==> src/rtl/mem_bus_arbiter_if.sv <==
// mem_bus_arbiter_if: bundles the fetch, data and memory-side handshake
// signals of the memory bus arbiter.
//   ifu_cmd_* / ifu_rsp_*  instruction-fetch port (read only)
//   lsu_cmd_* / lsu_rsp_*  load/store port (read or write)
//   mem_cmd_* / mem_rsp_*  shared memory bus, one transaction at a time
// Modports:
//   slave  - the arbiter's view (serves both requesters, drives memory)
//   master - the surrounding system's view (requesters plus memory)
interface mem_bus_arbiter_if;
    logic [31:0] ifu_cmd_addr;
    logic        ifu_cmd_valid;
    logic        ifu_cmd_ready;
    logic [31:0] ifu_rsp_rdata;
    logic        ifu_rsp_valid;

    logic [31:0] lsu_cmd_addr;
    logic [31:0] lsu_cmd_wdata;
    logic        lsu_cmd_we;
    logic        lsu_cmd_valid;
    logic        lsu_cmd_ready;
    logic [31:0] lsu_rsp_rdata;
    logic        lsu_rsp_valid;

    logic [31:0] mem_cmd_addr;
    logic [31:0] mem_cmd_wdata;
    logic        mem_cmd_we;
    logic        mem_cmd_valid;
    logic        mem_cmd_ready;
    logic [31:0] mem_rsp_rdata;
    logic        mem_rsp_valid;

    modport slave (
        input  ifu_cmd_addr, ifu_cmd_valid,
        output ifu_cmd_ready, ifu_rsp_rdata, ifu_rsp_valid,
        input  lsu_cmd_addr, lsu_cmd_wdata, lsu_cmd_we, lsu_cmd_valid,
        output lsu_cmd_ready, lsu_rsp_rdata, lsu_rsp_valid,
        output mem_cmd_addr, mem_cmd_wdata, mem_cmd_we, mem_cmd_valid,
        input  mem_cmd_ready, mem_rsp_rdata, mem_rsp_valid
    );

    modport master (
        output ifu_cmd_addr, ifu_cmd_valid,
        input  ifu_cmd_ready, ifu_rsp_rdata, ifu_rsp_valid,
        output lsu_cmd_addr, lsu_cmd_wdata, lsu_cmd_we, lsu_cmd_valid,
        input  lsu_cmd_ready, lsu_rsp_rdata, lsu_rsp_valid,
        input  mem_cmd_addr, mem_cmd_wdata, mem_cmd_we, mem_cmd_valid,
        output mem_cmd_ready, mem_rsp_rdata, mem_rsp_valid
    );
endinterface

==> src/rtl/mem_bus_arbiter.sv <==
// mem_bus_arbiter: shares one memory bus between the fetch port (ifu) and
// the load/store port (lsu). One transaction is outstanding at a time.
// lsu has fixed priority; a starvation counter forces an ifu grant after
// STARVE_LIMIT consecutive lsu grants taken while ifu was waiting.
// Ports:
//   clk   clock
//   rst   asynchronous active-high reset
//   bus   mem_bus_arbiter_if.slave (ifu, lsu and memory handshakes)
//   busy  transaction in flight (state != IDLE)
module mem_bus_arbiter #(
    parameter int STARVE_LIMIT = 4    // legal 1..15
) (
    input  logic                clk,
    input  logic                rst,
    mem_bus_arbiter_if.slave    bus,
    output logic                busy
);

    typedef enum logic [1:0] {
        IDLE = 2'd0,
        CMD  = 2'd1,
        RSP  = 2'd2
    } state_t;

    localparam logic [3:0] LIMIT = 4'(STARVE_LIMIT);

    state_t      state;
    state_t      state_nxt;
    logic        owner_lsu;     // 0 = ifu owns the bus, 1 = lsu
    logic [3:0]  starve_cnt;

    logic [31:0] cmd_addr;
    logic [31:0] cmd_wdata;
    logic        cmd_we;

    logic        starved;
    logic        grant_lsu;
    logic        grant_ifu;
    logic        rsp_fire;

    // Grants only exist in IDLE; rst gates them so no requester sees ready
    // while reset is asserted.
    always_comb begin
        starved   = bus.ifu_cmd_valid && (starve_cnt == LIMIT);
        grant_lsu = (state == IDLE) && !rst && bus.lsu_cmd_valid && !starved;
        grant_ifu = (state == IDLE) && !rst && bus.ifu_cmd_valid && !grant_lsu;
        rsp_fire  = (state == RSP) && !rst && bus.mem_rsp_valid;
    end

    // State register
    always_ff @(posedge clk or posedge rst) begin
        if (rst) state <= IDLE;
        else     state <= state_nxt;
    end

    // Next-state logic
    always_comb begin
        state_nxt = state;
        case (state)
            IDLE: if (grant_lsu || grant_ifu) state_nxt = CMD;
            CMD:  if (bus.mem_cmd_ready)      state_nxt = RSP;
            RSP:  if (bus.mem_rsp_valid)      state_nxt = IDLE;
            default:                          state_nxt = IDLE;
        endcase
    end

    // Outputs. Responses are forwarded only in RSP, so a stray mem_rsp_valid
    // in IDLE or CMD never reaches a requester.
    always_comb begin
        bus.ifu_cmd_ready = grant_ifu;
        bus.lsu_cmd_ready = grant_lsu;
        bus.ifu_rsp_valid = rsp_fire && !owner_lsu;
        bus.lsu_rsp_valid = rsp_fire &&  owner_lsu;
        bus.ifu_rsp_rdata = (rsp_fire && !owner_lsu) ? bus.mem_rsp_rdata : 32'h0;
        bus.lsu_rsp_rdata = (rsp_fire &&  owner_lsu) ? bus.mem_rsp_rdata : 32'h0;
        bus.mem_cmd_valid = (state == CMD);
        bus.mem_cmd_addr  = cmd_addr;
        bus.mem_cmd_wdata = cmd_wdata;
        bus.mem_cmd_we    = cmd_we;
        busy              = (state != IDLE);
    end

    // Command capture on the accept edge; held untouched through CMD/RSP.
    always_ff @(posedge clk or posedge rst) begin
        if (rst) begin
            cmd_addr  <= 32'h0;
            cmd_wdata <= 32'h0;
            cmd_we    <= 1'b0;
            owner_lsu <= 1'b0;
        end else if (grant_lsu) begin
            cmd_addr  <= bus.lsu_cmd_addr;
            cmd_wdata <= bus.lsu_cmd_wdata;
            cmd_we    <= bus.lsu_cmd_we;
            owner_lsu <= 1'b1;
        end else if (grant_ifu) begin
            cmd_addr  <= bus.ifu_cmd_addr;
            cmd_wdata <= 32'h0;
            cmd_we    <= 1'b0;
            owner_lsu <= 1'b0;
        end
    end

    // Starvation counter: counts lsu grants that overtook a waiting fetch,
    // saturating at the limit; any fetch grant clears it.
    always_ff @(posedge clk or posedge rst) begin
        if (rst) begin
            starve_cnt <= 4'd0;
        end else if (grant_ifu) begin
            starve_cnt <= 4'd0;
        end else if (grant_lsu && bus.ifu_cmd_valid && (starve_cnt != LIMIT)) begin
            starve_cnt <= starve_cnt + 4'd1;
        end
    end

endmodule

==> src/flat_wrapper.sv <==
// flat-port wrapper written by rule: the top's interface ports become plain ports
module mem_bus_arbiter_flat 
#(
    parameter int STARVE_LIMIT = 4                  
)
  (clk, rst, busy, bus_ifu_cmd_addr, bus_ifu_cmd_valid, bus_ifu_cmd_ready, bus_ifu_rsp_rdata, bus_ifu_rsp_valid, bus_lsu_cmd_addr, bus_lsu_cmd_wdata, bus_lsu_cmd_we, bus_lsu_cmd_valid, bus_lsu_cmd_ready, bus_lsu_rsp_rdata, bus_lsu_rsp_valid, bus_mem_cmd_addr, bus_mem_cmd_wdata, bus_mem_cmd_we, bus_mem_cmd_valid, bus_mem_cmd_ready, bus_mem_rsp_rdata, bus_mem_rsp_valid);
  mem_bus_arbiter_if bus_i ();
  input  logic clk;
  input  logic rst;
  output logic busy;
  input wire logic [$bits(bus_i.ifu_cmd_addr)-1:0] bus_ifu_cmd_addr;
  input wire logic [$bits(bus_i.ifu_cmd_valid)-1:0] bus_ifu_cmd_valid;
  output wire logic [$bits(bus_i.ifu_cmd_ready)-1:0] bus_ifu_cmd_ready;
  output wire logic [$bits(bus_i.ifu_rsp_rdata)-1:0] bus_ifu_rsp_rdata;
  output wire logic [$bits(bus_i.ifu_rsp_valid)-1:0] bus_ifu_rsp_valid;
  input wire logic [$bits(bus_i.lsu_cmd_addr)-1:0] bus_lsu_cmd_addr;
  input wire logic [$bits(bus_i.lsu_cmd_wdata)-1:0] bus_lsu_cmd_wdata;
  input wire logic [$bits(bus_i.lsu_cmd_we)-1:0] bus_lsu_cmd_we;
  input wire logic [$bits(bus_i.lsu_cmd_valid)-1:0] bus_lsu_cmd_valid;
  output wire logic [$bits(bus_i.lsu_cmd_ready)-1:0] bus_lsu_cmd_ready;
  output wire logic [$bits(bus_i.lsu_rsp_rdata)-1:0] bus_lsu_rsp_rdata;
  output wire logic [$bits(bus_i.lsu_rsp_valid)-1:0] bus_lsu_rsp_valid;
  output wire logic [$bits(bus_i.mem_cmd_addr)-1:0] bus_mem_cmd_addr;
  output wire logic [$bits(bus_i.mem_cmd_wdata)-1:0] bus_mem_cmd_wdata;
  output wire logic [$bits(bus_i.mem_cmd_we)-1:0] bus_mem_cmd_we;
  output wire logic [$bits(bus_i.mem_cmd_valid)-1:0] bus_mem_cmd_valid;
  input wire logic [$bits(bus_i.mem_cmd_ready)-1:0] bus_mem_cmd_ready;
  input wire logic [$bits(bus_i.mem_rsp_rdata)-1:0] bus_mem_rsp_rdata;
  input wire logic [$bits(bus_i.mem_rsp_valid)-1:0] bus_mem_rsp_valid;
  assign bus_i.ifu_cmd_addr = bus_ifu_cmd_addr;
  assign bus_i.ifu_cmd_valid = bus_ifu_cmd_valid;
  assign bus_ifu_cmd_ready = bus_i.ifu_cmd_ready;
  assign bus_ifu_rsp_rdata = bus_i.ifu_rsp_rdata;
  assign bus_ifu_rsp_valid = bus_i.ifu_rsp_valid;
  assign bus_i.lsu_cmd_addr = bus_lsu_cmd_addr;
  assign bus_i.lsu_cmd_wdata = bus_lsu_cmd_wdata;
  assign bus_i.lsu_cmd_we = bus_lsu_cmd_we;
  assign bus_i.lsu_cmd_valid = bus_lsu_cmd_valid;
  assign bus_lsu_cmd_ready = bus_i.lsu_cmd_ready;
  assign bus_lsu_rsp_rdata = bus_i.lsu_rsp_rdata;
  assign bus_lsu_rsp_valid = bus_i.lsu_rsp_valid;
  assign bus_mem_cmd_addr = bus_i.mem_cmd_addr;
  assign bus_mem_cmd_wdata = bus_i.mem_cmd_wdata;
  assign bus_mem_cmd_we = bus_i.mem_cmd_we;
  assign bus_mem_cmd_valid = bus_i.mem_cmd_valid;
  assign bus_i.mem_cmd_ready = bus_mem_cmd_ready;
  assign bus_i.mem_rsp_rdata = bus_mem_rsp_rdata;
  assign bus_i.mem_rsp_valid = bus_mem_rsp_valid;
  mem_bus_arbiter #(.STARVE_LIMIT(STARVE_LIMIT)) u_core (.clk(clk), .rst(rst), .bus(bus_i), .busy(busy));
endmodule
==> config.mk <==
export PLATFORM = sky130hd
export DESIGN_NAME = mem_bus_arbiter_flat
export DESIGN_NICKNAME = d
export VERILOG_FILES = /design/src/rtl/mem_bus_arbiter_if.sv /design/src/rtl/mem_bus_arbiter.sv /design/src/flat_wrapper.sv
export SDC_FILE = /design/constraint.sdc
export NUM_CORES = 1
export LEC_CHECK = 0
export BUFFER_PORTS_ARGS = -buffer_cell sky130_fd_sc_hd__buf_2
export CAP_MARGIN = 20
export CORE_MARGIN = 4
export CORE_UTILIZATION = 30
export CTS_CLUSTER_SIZE = 14
export DETAILED_ROUTE_END_ITERATION = 8
export MAX_ROUTING_LAYER = met4
export PLACE_DENSITY = 0.73
export SYNTH_ARGS = -nofsm -noshare
export SYNTH_HDL_FRONTEND = slang
export SYNTH_SLANG_ARGS = --single-unit
==> constraint.sdc <==
create_clock -name clk -period 2 [get_ports clk]
set_input_delay 0.1 -clock clk [delete_from_list [all_inputs] [get_ports clk]]
set_output_delay 0.1 -clock clk [all_outputs]
set_load 0.02 [all_outputs]
== Word-level counts from Yosys, hierarchy flattened ==
Index checks and enable logic that the tools add are counted.
Operators by class
  $add $sub $neg: 1
  multipliers: 0
  divide/modulo/power cells: 0
  order comparisons: 0
  eq/ne operators: 7
  shifts and indexed selects: 0
  multiplexer cells: 15
  bitwise gates (word level): 0
  reduce and logical (&&, ||, !) cells: 22
Operators with widths (number)
  32-bit 2-to-1 mux: 6
  1-bit logical AND: 12
  4-bit 2-to-1 mux: 2
  2-bit 2-to-1 mux: 3
  2-bit one-hot mux with 3 select lines: 1
  2-bit nonzero test: 3
  4-bit by 1-bit adder with 4-bit output (second input constant): 1
  4-bit by 3-bit == test with 1-bit output (second input constant): 1
  1-bit logical NOT: 4
  2-bit inequality test (second input constant): 2
  4-bit by 3-bit inequality test with 1-bit output (second input constant): 1
  1-bit 2-to-1 mux: 3
  3-bit AND reduction: 1
  2-bit by 1-bit == test with 1-bit output (second input constant): 1
  2-bit == test (second input constant): 1
  2-bit logical NOT: 1
  2-bit by 1-bit inequality test with 1-bit output (second input constant): 1
  1-bit logical OR: 1
Storage, ports and cells
  register bits after elaboration: 72
  bits in latches: 0
  bits in writable memories: 0
  bits in read-only memories: 0
  output and inout port bits: 135
  memories kept: 0

== Depth between registers and ports, before layout ==
  depth in word-level cells: 9
  mapped depth: 7

== Worst setup path after synthesis ==
No wires, ideal clock.
  kind: register to output
  from: register u_core.state[0]
  to: output port bus_ifu_rsp_rdata[13]
  arrival: 1.656 ns
  path slack: 0.244 ns
  stages on the path, launching flop included: 5
  buffers on the path: 1
  cells stage by stage: dfrtp_1 > and4bb_1 > nor2b_1 > clkbuf_1 > and2_1
On the way
  cells in the longest elaborated chain, start to end: 5
RTL lines
  start: declaration: line mem_bus_arbiter.sv:27  | state_t state;
  start signal: assignment: line mem_bus_arbiter.sv:53  | else state <= state_nxt;
  2-bit == test: line mem_bus_arbiter.sv:47  | rsp_fire = (state == RSP) && !rst && bus.mem_rsp_valid;
  1-bit logical AND (2 in a row): line mem_bus_arbiter.sv:47
  1-bit logical AND
  net bus_ifu_rsp_valid: line flat_wrapper.sv:15  | output wire logic [$bits(bus_i.ifu_rsp_valid)-1:0] bus_ifu_rsp_valid;
  32-bit 2-to-1 mux: line mem_bus_arbiter.sv:74  | bus.ifu_rsp_rdata = (rsp_fire && !owner_lsu) ? bus.mem_rsp_rdata : 32'h0;
  end: declaration: line flat_wrapper.sv:14  | output wire logic [$bits(bus_i.ifu_rsp_rdata)-1:0] bus_ifu_rsp_rdata;
The timed path passes the listed nets, and every way through them passes these cells.

== Worst setup path in the final report ==
  from: register u_core.state[1]
  to: register u_core.cmd_addr[15] (netlist: u_core.bus.mem_cmd_addr[15])
On the way
  cells in the longest elaborated chain, start to end: 7
  elaborated cells between the ends (all ways): 9
RTL lines
  2-bit logical NOT (*): line mem_bus_arbiter.sv:45, mem_bus_arbiter.sv:46
  1-bit logical AND (*): line mem_bus_arbiter.sv:45, mem_bus_arbiter.sv:46
  1-bit logical AND (2 in a row): line mem_bus_arbiter.sv:45  | grant_lsu = (state == IDLE) && !rst && bus.lsu_cmd_valid && !starved;
  1-bit logical NOT: line mem_bus_arbiter.sv:46  | grant_ifu = (state == IDLE) && !rst && bus.ifu_cmd_valid && !grant_lsu;
  1-bit logical AND: line mem_bus_arbiter.sv:46
  2-bit nonzero test (no line)
  end signal: assignment: line mem_bus_arbiter.sv:91  | cmd_addr <= bus.lsu_cmd_addr;
  end signal: assignment: line mem_bus_arbiter.sv:96  | cmd_addr <= bus.ifu_cmd_addr;
  end: declaration: line mem_bus_arbiter.sv:32  | logic [31:0] cmd_addr;
Mark *: on every way between the ends. The rest lies on a longest branch, timed or not.
A chain may end at the register's enable or synchronous reset.

==> flow_summary.rst <==
.. list-table::
   :header-rows: 1

   * - Metric
     - Value
   * - Die outline height
     - 115 um
   * - Top metal layer carrying routed signals
     - met4
   * - Die outline width
     - 115 um
   * - Final weighted congestion of routability-driven global placement
     - 0.910
   * - Standard-cell rows
     - 38
   * - Max FO, Critical Path
     - 16
   * - Clock slew seen by the registers of the worst setup and hold paths
     - 0.06 ns
   * - Share of cells above drive strength 1
     - 0.530
   * - Worst path setup slack after routing
     - 0.0251 ns
   * - Number of design rule violations left after detail routing
     - 0
   * - Post-route ant nets
     - 0
   * - Root Buffer Master
     - clkbuf_16
   * - Met3 routed WL
     - 1070 um
   * - First drt pass iteration count
     - 4
   * - Combinational family with the most area after synthesis
     - simple AND/OR/NAND/NOR gates
   * - Highest-count cells in the layout ignoring fill and taps
     - buf_2 (268), dfrtp_1 (70), a22o_1 (33), or3_1 (33), and2_1 (33)
   * - Largest net degree at the start of global routing
     - 38
   * - Number of cells produced by synthesis
     - 300
   * - Maximum ir drop on the vdd rail
     - 0.000639 V
   * - Number of hold violations in the final report
     - 0
   * - I/O pin cnt
     - 270
   * - Filler instances
     - 967
   * - Fraction of the mapped netlist area in compound gates
     - 0.203
   * - Total routing usage reported by global routing
     - 0.200
   * - Final max-slew violation count
     - 0
   * - Clock skew
     - 0.00293 ns
   * - Worst-skew pair later-pin latency
     - 0.33 ns
   * - Layout Area Growth over Synthesis
     - 68.5%
   * - Fmax
     - 0.506 GHz
   * - Number of buffers created by CTS
     - 9
   * - Data arrival time at the worst-slack endpoint
     - 2.18 ns
   * - Yosys synthesis warning count
     - 0
   * - CTS tree
     - done
   * - Detailed-placement wirelength estimate
     - 9520 um
   * - Total grt overflow
     - 0
   * - Maxcap violations
     - 0
   * - Most common cell after layout, fill and taps aside
     - buf_2
   * - Wire per inst
     - 17.8 um
   * - Tightest slew margin relative to the limit
     - 0.659
   * - Power per cell area
     - 1460 nW/um^2
   * - Share of synthesized area occupied by flip-flops and latches
     - 0.523
   * - Worst Setup Path Type
     - reg -> reg
   * - Number of I/O port buffers
     - 269
   * - Final hold slack
     - 0.0186 ns
   * - Syn Nets
     - 437
   * - Setup slack at placement
     - 0.0774 ns
   * - Total length of routed met2 wires
     - 7000 um
   * - Avg Cell Area, Syn
     - 11.5 sq um
   * - Type of the most critical hold path
     - in -> reg
   * - Starting DRC count in detailed routing
     - 210
   * - Max clock buf depth
     - 2
   * - Startpoint kind of the worst setup timing path
     - flop
   * - Antenna violations before repair
     - 2
   * - Total of endpoints with negative setup slack in the final report
     - 0
   * - CTS HTree Levels
     - 3
   * - Summed instance area of the synthesized netlist
     - 3440 sq um
   * - Flip-flop and latch count after synthesis
     - 72
   * - Starting Density
     - 0.312
   * - Routed metal-1 wirelength
     - 4980 um
   * - Proportion of synthesized area in mux cells
     - 0.00436
   * - Library cells used by synthesis
     - 33
   * - Floorplan Core Area
     - 11,000 sq um
   * - Final WL
     - 13,400 um
   * - Clock period minus final worst setup slack
     - 1.97 ns
   * - Fraction of synthesized cell area in xor and xnor cells
     - 0
   * - Tcrit/Tclk final
     - 0.987
   * - Sink count of the clock tree
     - 72
   * - Setup TNS Final
     - 0 ns
   * - Static leakage
     - 3.20 nW
   * - Synth Area in Simple Gates
     - 0.214
   * - Worst Path Required
     - 2.20 ns
   * - Adder-cell share of the synthesized area
     - 0.00726
   * - Worst setup EP type
     - flop
   * - Pin slew with the least headroom to its limit
     - 0.512 ns
   * - Die Area
     - 13,300 sq um
   * - Wire length of the first global-routing pass
     - 20,100 um
   * - Count of nets after finishing
     - 741
   * - Routed vias
     - 3,715
   * - Number of global-route vias before repair
     - 3,801
   * - Vias per cell
     - 4.95
   * - Status
     - finished, final reports clean
==> worst paths after layout <==
| path | startpoint | endpoint | slack (ns) | cells after the start |
|---|---|---|---|---|
| max | u_core.state[1]$_DFFE_PP0P_ | u_core.bus.mem_cmd_addr[15]$_DFFE_PP0P_ | 0.03 | 4 |
| min | bus_lsu_cmd_wdata[1] | u_core.bus.mem_cmd_wdata[1]$_DFFE_PP0P_ | 0.02 | 2 |
| max reg2reg | u_core.state[1]$_DFFE_PP0P_ | u_core.bus.mem_cmd_addr[15]$_DFFE_PP0P_ | 0.03 | 4 |
| min reg2reg | u_core.bus.mem_cmd_wdata[10]$_DFFE_PP0P_ | u_core.bus.mem_cmd_wdata[10]$_DFFE_PP0P_ | 0.49 | 1 |
| max in group asynchronous | rst | u_core.bus.mem_cmd_addr[28]$_DFFE_PP0P_ | 1.13 | 4 |
| min in group asynchronous | rst | u_core.state[1]$_DFFE_PP0P_ | 0.51 | 4 |
==> cell type report <==
class                      count  area (sq um)  share of cell area
antenna                        2          5.00            0.000862
clock buffer                  11           253              0.0436
clock inverter                 5           150              0.0259
inverter                       8          30.0             0.00517
multi-input combinational    192          1510               0.260
sequential                    72          1800               0.311
tap                          140           175              0.0302
timing repair buffer         321          1870               0.323
==> what timing repair did <==
item | in CTS | in global routing
pin swaps | 3 | 1
resized for setup | 4 | 6
endpoints found under the hold margin | 101 | 1
buffers inserted | 4 | 4
setup endpoints to repair | 2 | 66
gates cloned | 1 | 1
hold buffers | 30 | 1
==> layer usage <==
| layer | vias to the layer above | GRT usage |
|---|---|---|
| li1 | 1744 | - |
| met1 | 1760 | 0.226 |
| met2 | 189 | 0.349 |
| met3 | 22 | 0.0411 |
| met4 | 0 | 0.0728 |
| met5 | - | - |
==> flip-flops by register name, summed over array words and instances (netlist names) <==
register,cells
u_core.bus.mem_cmd_addr,32
u_core.owner_lsu,1
u_core.starve_cnt,4
u_core.bus.mem_cmd_we,1
u_core.bus.mem_cmd_wdata,32
u_core.state,2
==> critical path, cell delays in order (launching register included) <==
cell,delay [ns]
dfrtp_2,0.44
or4b_4,0.58
mux2_4,0.33
buf_4,0.22
o221a_1,0.27
==> stage by stage <==
step                      area, sq um  power (W)  std cells   util
after detailed placement         4990    0.00614        692  0.452
after CTS                        5740    0.00844        743  0.520
final                            5800    0.00845        751  0.526
after global routing             5800    0.00894        751  0.526
after global placement           4990    0.00604        692  0.452
after floorplan                  3440    0.00480        300      -
==> power breakdown <==
part	internal [W]	switching, W	leakage, nW
combinational	0.00159	0.00214	2.13
sequential	0.00216	0.000422	0.869
clock	0.00154	0.000595	0.196
==> logic make-up after synthesis <==
group           Yosys count
simple gates            115
compound gates           73
buf+inv                  37
flops                    72
mux                       1
fa+ha+maj                 2
==> synthesized netlist by cell type <==
library cell | count | area (sq um)
dfrtp_1 | 72 | 1800
a22o_1 | 33 | 289
and2_1 | 33 | 206
or3_1 | 33 | 206
and3_1 | 32 | 200
o221a_1 | 29 | 327
clkbuf_1 | 21 | 78.8
inv_1 | 7 | 26.3
buf_2 | 5 | 25.0
buf_6 | 3 | 33.8
nand2_1 | 3 | 11.3
o21ai_0 | 3 | 15.0
o221a_2 | 3 | 33.8
ha_1 | 2 | 25.0
nand4_1 | 2 | 12.5
o22ai_1 | 2 | 12.5
a21o_1 | 1 | 7.51
a21oi_1 | 1 | 5.00
and4bb_1 | 1 | 12.5
inv_2 | 1 | 3.75
mux2_4 | 1 | 15.0
nand2_2 | 1 | 6.26
nand2b_1 | 1 | 6.26
nand3_1 | 1 | 5.00
nand4b_1 | 1 | 8.76
nor2_1 | 1 | 3.75
nor2b_1 | 1 | 6.26
nor4b_1 | 1 | 8.76
nor4b_2 | 1 | 15.0
o311ai_0 | 1 | 8.76
or2_2 | 1 | 6.26
or2b_1 | 1 | 7.51
or4b_4 | 1 | 13.8
Note: power is estimated with default switching activity, not from simulation.
